==> src/rtl/adder_sched_pkg.sv <==
// Shared types, defaults and the round-robin grant function for adder_rr_scheduler.
package adder_sched_pkg;

   localparam int DEF_WIDTH   = 32;
   localparam int DEF_NUM_REQ = 4;
   localparam int MAX_REQ     = 8;

   typedef logic [1:0] state_t;

   localparam state_t IDLE = 2'd0;
   localparam state_t EXEC = 2'd1;
   localparam state_t RESP = 2'd2;

   // Scan upward from the requester after 'last', wrapping at num_req.
   // Returns 'last' when nothing is valid; callers gate on |valid anyway.
   function automatic int rr_next_grant(input logic [MAX_REQ-1:0] valid,
                                        input int                  last,
                                        input int                  num_req);
      int  grant;
      int  idx;
      logic found;
      grant = last;
      found = 1'b0;
      for (int i = 1; i <= MAX_REQ; i++) begin
         idx = (last + i) % num_req;
         if (i <= num_req && !found && valid[idx]) begin
            grant = idx;
            found = 1'b1;
         end
      end
      return grant;
   endfunction

endpackage

==> src/rtl/adder_core.sv <==
// Purely combinational WIDTH-bit adder with carry-out; the only datapath adder in the scheduler.
module adder_core #(
   parameter int WIDTH = 32
) (
   input  logic [WIDTH-1:0] a,
   input  logic [WIDTH-1:0] b,
   output logic [WIDTH-1:0] sum,
   output logic             carry
);

   assign {carry, sum} = {1'b0, a} + {1'b0, b};

endmodule

==> src/rtl/adder_rr_scheduler.sv <==
// Round-robin scheduler sharing one adder_core among NUM_REQ requesters (IDLE -> EXEC -> RESP).
// Optional build macro ADDER_SAT_EN: saturate rsp_sum to all ones when the addition carries out.
module adder_rr_scheduler
   import adder_sched_pkg::*;
#(
   parameter int NUM_REQ = DEF_NUM_REQ,
   parameter int WIDTH   = DEF_WIDTH,
   parameter int ID_W    = 2
) (
   input  logic                     clk,
   input  logic                     rst,
   input  logic [NUM_REQ-1:0]       req_valid,
   input  logic [NUM_REQ*WIDTH-1:0] req_a,
   input  logic [NUM_REQ*WIDTH-1:0] req_b,
   output logic [NUM_REQ-1:0]       req_ready,
   output logic                     rsp_valid,
   input  logic                     rsp_ready,
   output logic [ID_W-1:0]          rsp_id,
   output logic [WIDTH-1:0]         rsp_sum,
   output logic                     rsp_carry,
   output logic                     busy
);

   state_t             state;
   state_t             state_nxt;
   logic [ID_W-1:0]    last_grant;
   logic [ID_W-1:0]    grant;
   logic [ID_W-1:0]    id_q;
   logic [WIDTH-1:0]   op_a;
   logic [WIDTH-1:0]   op_b;
   logic [WIDTH-1:0]   core_sum;
   logic [WIDTH-1:0]   sum_nxt;
   logic               core_carry;
   logic [MAX_REQ-1:0] valid_pad;
   logic               accept;

   assign valid_pad = MAX_REQ'(req_valid);
   assign grant     = ID_W'(rr_next_grant(valid_pad, int'(last_grant), NUM_REQ));

   // Reset is folded in so no grant is offered while rst is held.
   assign accept    = !rst && (state == IDLE) && (|req_valid);

   assign rsp_valid = (state == RESP);
   assign busy      = (state != IDLE);

   // NOTE: combinational blocks assign every output a default first so no latch is inferred.
   always_comb begin
      req_ready = '0;
      if (accept) begin
         req_ready[grant] = 1'b1;
      end
   end

   always_comb begin
      state_nxt = state;
      case (state)
         IDLE:    if (accept)    state_nxt = EXEC;
         EXEC:                   state_nxt = RESP;
         RESP:    if (rsp_ready) state_nxt = IDLE;
         default:                state_nxt = IDLE;
      endcase
   end

   adder_core #(
      .WIDTH(WIDTH)
   ) u_adder_core (
      .a    (op_a),
      .b    (op_b),
      .sum  (core_sum),
      .carry(core_carry)
   );

`ifdef ADDER_SAT_EN
   assign sum_nxt = core_carry ? '1 : core_sum;
`else
   assign sum_nxt = core_sum;
`endif

   // NOTE: sequential state uses non-blocking assignments so every register samples pre-edge values.
   always_ff @(posedge clk or posedge rst) begin
      if (rst) begin
         state      <= IDLE;
         last_grant <= ID_W'(NUM_REQ - 1);
         id_q       <= '0;
         op_a       <= '0;
         op_b       <= '0;
      end else begin
         state <= state_nxt;
         if (accept) begin
            op_a       <= req_a[int'(grant)*WIDTH +: WIDTH];
            op_b       <= req_b[int'(grant)*WIDTH +: WIDTH];
            id_q       <= grant;
            last_grant <= grant;
         end
      end
   end

   // Response registers load once in EXEC and then hold through any backpressure in RESP.
   always_ff @(posedge clk or posedge rst) begin
      if (rst) begin
         rsp_id    <= '0;
         rsp_sum   <= '0;
         rsp_carry <= 1'b0;
      end else if (state == EXEC) begin
         rsp_id    <= id_q;
         rsp_sum   <= sum_nxt;
         rsp_carry <= core_carry;
      end
   end

endmodule
==> config.mk <==
export PLATFORM = sky130hd
export DESIGN_NAME = adder_rr_scheduler
export DESIGN_NICKNAME = d
export VERILOG_FILES = /design/src/rtl/adder_sched_pkg.sv /design/src/rtl/adder_core.sv /design/src/rtl/adder_rr_scheduler.sv
export SDC_FILE = /design/constraint.sdc
export NUM_CORES = 1
export LEC_CHECK = 0
export BUFFER_PORTS_ARGS = -buffer_cell sky130_fd_sc_hd__buf_2
export CAP_MARGIN = 15
export CORE_MARGIN = 5
export CORE_UTILIZATION = 35
export CTS_BUF_LIST = sky130_fd_sc_hd__clkbuf_4 sky130_fd_sc_hd__clkbuf_8
export CTS_CLUSTER_SIZE = 16
export DETAILED_ROUTE_END_ITERATION = 7
export GPL_TIMING_DRIVEN = 1
export PLACE_DENSITY_LB_ADDON = 0.2
export SLEW_MARGIN = 10
export SYNTH_ARGS = -nofsm -noshare
export SYNTH_HDL_FRONTEND = slang
export SYNTH_HIERARCHICAL = 1
export SYNTH_SLANG_ARGS = --single-unit
==> constraint.sdc <==
create_clock -name clk -period 5.9 [get_ports clk]
set_clock_uncertainty 0.05 [all_clocks]
set_input_delay 1.18 -clock clk [delete_from_list [all_inputs] [get_ports clk]]
set_output_delay 1.18 -clock clk [all_outputs]
set_load 0.02 [all_outputs]
=== Yosys cells after proc, flatten, opt, wreduce, memory -nomap -nowiden ===
Index checks and enable logic that the tools add are counted.

* Add/sub/neg operators: 5
* Multiply operators: 0
* Div/mod/pow operators: 0
* Order comparisons: 6
* Equality and inequality tests: 4
* Shifts and indexed selects: 2
* Muxes and demuxes: 25
* Bitwise gates (word level): 4
* Reduce and logical (&&, ||, !) cells: 18

{| class="wikitable"
|+ Operator list
! cell !! number
|-
| 128-bit by 8-bit indexed part select with 32-bit output || 2
|-
| 32-bit by 32-bit adder with 33-bit output || 1
|-
| 3-bit by 5-bit less-than comparator with 1-bit output, second input constant || 4
|-
| 1-bit binary-select mux with 3-bit select || 4
|-
| 1-bit 2-to-1 mux || 12
|-
| 2-bit 2-to-1 mux || 6
|-
| 2-bit OR reduction || 4
|-
| 1-bit logical AND || 6
|-
| 2-bit one-hot mux with 3 select lines || 1
|-
| 2-bit by 1-bit adder with 2-bit output, second input constant || 2
|-
| 2-bit adder, second input constant || 2
|-
| 1-bit bitwise AND, first input constant || 4
|-
| 1-bit logical NOT || 4
|-
| 4-bit 2-to-1 mux || 1
|-
| 4-bit OR reduction || 1
|-
| 2-bit by 3-bit less-than comparator with 1-bit output, second input constant || 1
|-
| 1-bit demux with 2-bit select || 1
|-
| 2-bit by 1-bit equality test with 1-bit output, second input constant || 1
|-
| 2-bit equality test, second input constant || 1
|-
| 2-bit by 1-bit >= comparator with 1-bit output, second input constant || 1
|-
| 2-bit logical NOT || 1
|-
| 2-bit by 1-bit inequality test with 1-bit output, second input constant || 1
|-
| 2-bit inequality test, second input constant || 1
|-
| 2-bit AND reduction || 1
|-
| 2-bit nonzero test || 1
|}

* Register bits after elaboration: 105
* Bits in latches: 0
* RAM bits: 0
* Bits in read-only memories: 0
* Bits of input ports: 263
* Output and inout port bits: 41
* Logic and storage cells: 72
* Memories kept: 0

=== Depth between registers and ports, before layout ===
* Depth in word-level cells: 21
* Mapped depth: 10
* Gate-level depth less buffers: 9

=== Modules after synthesis ===
The synthesis kept the hierarchy.

{| class="wikitable"
|+ Modules (own cells, without submodules)
! module !! times used !! cells each !! area each (um^2) !! sequential area each (um^2)
|-
| adder_rr_scheduler || 1 || 467 || 5997.0 || 2630.0
|-
| adder_core || 1 || 274 || 1901.8 || 0.0
|}

=== Least setup slack after synthesis ===
Ideal clock, no wire load.

* Kind: input to output
* Start: in req_valid[0]
* End: out req_ready[1]
* Data arrival time: 2.523 ns
* Data required time: 4.670 ns
* Setup slack: 2.147 ns
* Stages: 6
* Buffers on the path: 2
* Cells stage by stage: nor4_1 nor3_2 and2b_1 buf_4 buf_4 nor2b_1

* Cells in the longest elaborated chain, start to end: 18
* Elaborated cells between the ends (all ways): 33
* Classes of those cells: order compare: 2; mux: 22; reduce/logical: 9

{| class="wikitable"
|+ RTL lines
! what !! RTL line !! RTL
|-
| start, declared || adder_rr_scheduler.sv:12 || <nowiki>input logic [NUM_REQ-1:0] req_valid,</nowiki>
|-
| 1-bit binary-select mux with 3-bit select || adder_sched_pkg.sv:26 || <nowiki>if (i <= num_req && !found && valid[idx]) begin</nowiki>
|-
| 1-bit 2-to-1 mux (implied by the code) (2 in a row) || adder_sched_pkg.sv:26 ||
|-
| 1-bit 2-to-1 mux || adder_sched_pkg.sv:26 ||
|-
| 1-bit logical NOT || adder_sched_pkg.sv:26 ||
|-
| 1-bit logical AND || adder_sched_pkg.sv:26 ||
|-
| 1-bit 2-to-1 mux || adder_sched_pkg.sv:26 ||
|-
| 1-bit logical NOT || adder_sched_pkg.sv:26 ||
|-
| 1-bit logical AND || adder_sched_pkg.sv:26 ||
|-
| 1-bit 2-to-1 mux || adder_sched_pkg.sv:26 ||
|-
| 1-bit logical NOT || adder_sched_pkg.sv:26 ||
|-
| 1-bit logical AND || adder_sched_pkg.sv:26 ||
|-
| 2-bit 2-to-1 mux || adder_sched_pkg.sv:26 ||
|-
| 2-bit by 3-bit less-than comparator with 1-bit output (implied by the code) / 2-bit by 1-bit >= comparator with 1-bit output (equally long branches) || adder_rr_scheduler.sv:50 || <nowiki>req_ready[grant] = 1'b1;</nowiki>
|-
| 1-bit logical AND (implied by the code) || adder_rr_scheduler.sv:50 ||
|-
| 1-bit 2-to-1 mux (implied by the code) || adder_rr_scheduler.sv:50 ||
|-
| 1-bit demux with 2-bit select || adder_rr_scheduler.sv:50 ||
|-
| 4-bit 2-to-1 mux * || adder_rr_scheduler.sv:49 || <nowiki>if (accept) begin</nowiki>
|-
| end, declared || adder_rr_scheduler.sv:15 || <nowiki>output logic [NUM_REQ-1:0] req_ready,</nowiki>
|}

Every way passes the cells marked *; elsewhere a longest branch is shown, timed or not. The select of a mux whose other input is x is not followed.

=== Final worst setup path ===
* Start: in req_valid[1]
* End: out req_ready[1]

The elaborated chain is that of the path after synthesis.

==> flow_summary_export.csv <==
group,metric,value,unit
logic_synthesis,synth_top_area_share,32.6,%
clock_network,cts_setup_buffers,0,
logic_synthesis,synth_area_per_cell,10.7,um2
floorplanning,io_pins,304,
critical_path,path_cells,"buf_2 -> nor4_1 -> nor3_4 -> buf_4 -> and2b_4 -> nor2b_1 -> buf_2",
placed_design,placed_area,9520,um2
detailed_routing,met3_length,1.40,mm
power_and_ir_drop,leakage,4.71,nW
logic_synthesis,yosysMostFrequentCell,"mux2i_1",
clock_network,worstSkewPairLatency,0.39,ns
clock_network,postCtsResizedCells,0,
detailed_routing,dr_total_vias,6915,
critical_path,cp.required,4.67,ns
power_and_ir_drop,p_total,6.10,mW
detailed_routing,avgRoutedWirePerCell,18.9,um
detailed_routing,wl_met2,11.8,mm
power_and_ir_drop,power_switching_share,48.1,%
global_route,first_global_vias,7047,
logic_synthesis,synth_top_cells_by_area,"dfrtp_1 33%, mux2i_1 17%, a221oi_2 12%, ha_1 5.1%, mux2_2 5.0%",
critical_path,start_kind,"primary input",
critical_path,critPathKind,"primary input to output port",
logic_synthesis,synth_commonest_cells,"132 x mux2i_1, 103 x dfrtp_1, 88 x nor2_1",
power_and_ir_drop,worst_ir_drop_vdd,0.000276,V
clock_network,cts_sinks,105,
power_and_ir_drop,p_comb_share,69.9,%
placed_design,gp_congestion,0.864,
critical_path,critPathMaxFanout,29,
floorplanning,num_rows,55,
detailed_routing,vias_per_cell,5.31,
critical_path,slowest_delay,0.53,ns
power_and_ir_drop,intPower,3.16,mW
logic_synthesis,synthArstFlopShare,100,%
global_route,grt_usage,18.6,%
power_and_ir_drop,p_sw,2.94,mW
floorplanning,die_area,25700,um2
detailed_routing,postRouteAntennaNets,0,
clock_network,cts_buffers,9,
finish,final_area,9730,um2
critical_path,worst_ep_arrival_time,2.77,ns
finish,drive_above_1_share,43.7,%
power_and_ir_drop,power_frac_seq,21.9,%
logic_synthesis,yosysTopAreaCell,"dfrtp_1",
placed_design,io_buffers,303,
logic_synthesis,synth.distinct_cells,63,
logic_synthesis,syn-cell-area,7900,um2
sta,hold_slack,0.455,ns
clock_network,cts_tree,"built",
global_route,grt.overflow.total,0,
critical_path,slowest_stage,"nor4_1",
logic_synthesis,synth_top_family_by_area,"compound AO/OA/AOI/OAI gates",
global_route,grt_pass1_wl,38.4,mm
logic_synthesis,synthCells,741,
critical_path,r2r_start,"op_a[0]",
critical_path,path_common_cell,"buf_2",
sta,rsz0062_at_grt,"false",
logic_synthesis,synthXorXnorAreaFrac,2.99,%
logic_synthesis,synth_adder_area_share,5.32,%
critical_path,ff2ff_path_depth,9,
logic_synthesis,synth_flop_cell,"dfrtp_1",
logic_synthesis,synth_simple_gate_area_share,9.76,%
flow_run,maxCapViolations,0,
worst_hold_path,hold_depth,1,
sta,slew_violations,0,
clock_network,root_buffer,"clkbuf_8",
detailed_routing,first_pass_iters,5,
global_route,antenna_found_initial,1,
worst_hold_path,hold_path.class,"flop to flop",
finish,fin_util,43.4,%
power_and_ir_drop,clkPwrFrac,8.3,%
floorplanning,initial_utilization,35.2,%
sta,final_hold_viol_count,0,
finish,fill_cells,2259,
detailed_routing,met1Wirelength,11.1,mm
clock_network,clockBufferDepth,2,
critical_path,end_kind,"output port",
clock_network,cts.clk_slew.worst_paths,0.09,ns
sta,relSlewSlack,27.4,%
logic_synthesis,synthMuxAreaShare,21.7,%
floorplanning,dieHeight,160,um
sta,max_slew.worst_pin.slew,1.09,ns
worst_hold_path,min_from,"rsp_sum[26]",
detailed_routing,drc_errors,0,
logic_synthesis,ys_ff_latch,105,
logic_synthesis,ys_seq_area_share,33.3,%
sta,tns,0,ns
logic_synthesis,synth_warnings,6,
clock_network,cts.hold.buffers_added,0,
placed_design,dp_hpwl,19.4,mm
detailed_routing,drtIter0Drc,422,
global_route,grt_max_degree,64,
floorplanning,fp.dieW,160,um
power_and_ir_drop,pwr_density_cell,627,nW/um2
critical_path,cp-startpoint,"req_valid[1]",
sta,max_freq,250,MHz
logic_synthesis,syn_nets,1037,
logic_synthesis,synth_compound_area_share,22.1,%
finish,area_growth,23.2,%
finish,nNetsFinal,1309,
floorplanning,core-area,22400,um2
sta,setup_viol_count_final,0,
detailed_routing,wl,24.6,mm
detailed_routing,routed.top_layer,"met4",
outcome,status,"finished clean",
sta,fin_crit_sh,67.8,%
clock_network,cts_max_level,3,
logic_synthesis,synth_edf_count,0,
sta,period_minus_slack,4.00,ns
layout make-up:
| cell class | count | area, um2 | area share (%) |
|---|---|---|---|
| flip-flops and latches | 105 | 2630 | 27.0 |
| inverters | 10 | 40.0 | 0.411 |
| multi-input cells | 576 | 4910 | 50.5 |
| repair buffers | 311 | 1580 | 16.2 |
| clock inverters | 3 | 67.6 | 0.694 |
| diodes | 1 | 2.50 | 0.0257 |
| clock buffers | 12 | 146 | 1.50 |
| well taps | 285 | 357 | 3.66 |
critical path, delay by kind of cell:
family,cells,cell delay [ns]
and+or+nand+nor,4,1.04
buffers and inverters,3,0.55
power groups by stage:
| stage | Clock [mW] | Sequential [mW] | Combinational (mW) |
|---|---|---|---|
| 6_report | 0.504 | 1.33 | 4.26 |
| 5_1_grt | 0.551 | 1.38 | 4.68 |
| 4_1_cts | 0.527 | 1.34 | 4.26 |
| 3_5_place_dp | 0 | 1.35 | 4.25 |
| 3_3_place_gp | 0 | 1.34 | 4.23 |
| 2_1_floorplan | 0 | 1.42 | 3.19 |
path summary, 6_finish.rpt:
check	slack (ns)	end
max	1.90	req_ready[1]
min	0.46	rsp_sum[26]
max reg2reg	2.80	rsp_sum[28]
min reg2reg	0.46	rsp_sum[26]
max in group asynchronous	3.76	rsp_sum[24]
min in group asynchronous	0.87	id_q[0]
routing by layer:
| layer | GRT usage, % | up-vias |
|---|---|---|
| met3 | 3.82 | 16 |
| met4 | 3.95 | 0 |
| li1 | - | 3368 |
| met2 | 30.1 | 202 |
| met1 | 25.8 | 3329 |
| met5 | 0 | - |
flip-flops by register name, summed over array words and instances, names as in the netlist:
signal,cells
id_q,2
last_grant,2
op_a,32
op_b,32
rsp_carry,1
rsp_id,2
rsp_sum,32
state,2
cell usage in the layout, fill, tap and decap left out, types with 4 or more instances in the layout:
master    instances
nor2_1           88
xnor2_1          16
and3_1            6
nand3_1          14
a211oi_1          8
mux2i_1         132
a21o_1           14
dfrtp_1         103
xor2_1           11
o21ai_0          14
inv_1             9
buf_2           303
o21a_1            7
a221oi_2         64
nor3_1            7
clkbuf_8          9
a31oi_1           5
buf_4             8
o211ai_1          5
nand2b_1          4
ha_1             32
nand2_1          22
mux2_2           35
a21oi_1          38
cell families after synthesis:
kind of cell	after synthesis
AOI/OAI and AO/OA	181
xor gates and xnor gates	27
adders and majority gates	33
buffers and inverters	60
DFF	105
muxes	167
and+or+nand+nor	168
stage by stage:
| step | setup slack (ns) | cells |
|---|---|---|
| finish | 1.90 | 1303 |
| global route | 1.81 | 1303 |
| CTS | 1.89 | 1302 |
| detailed placement | 1.90 | 1287 |
| global placement | 1.93 | 1287 |
| floorplan | 1.91 | 741 |
Power figures use the tool's default switching activity.
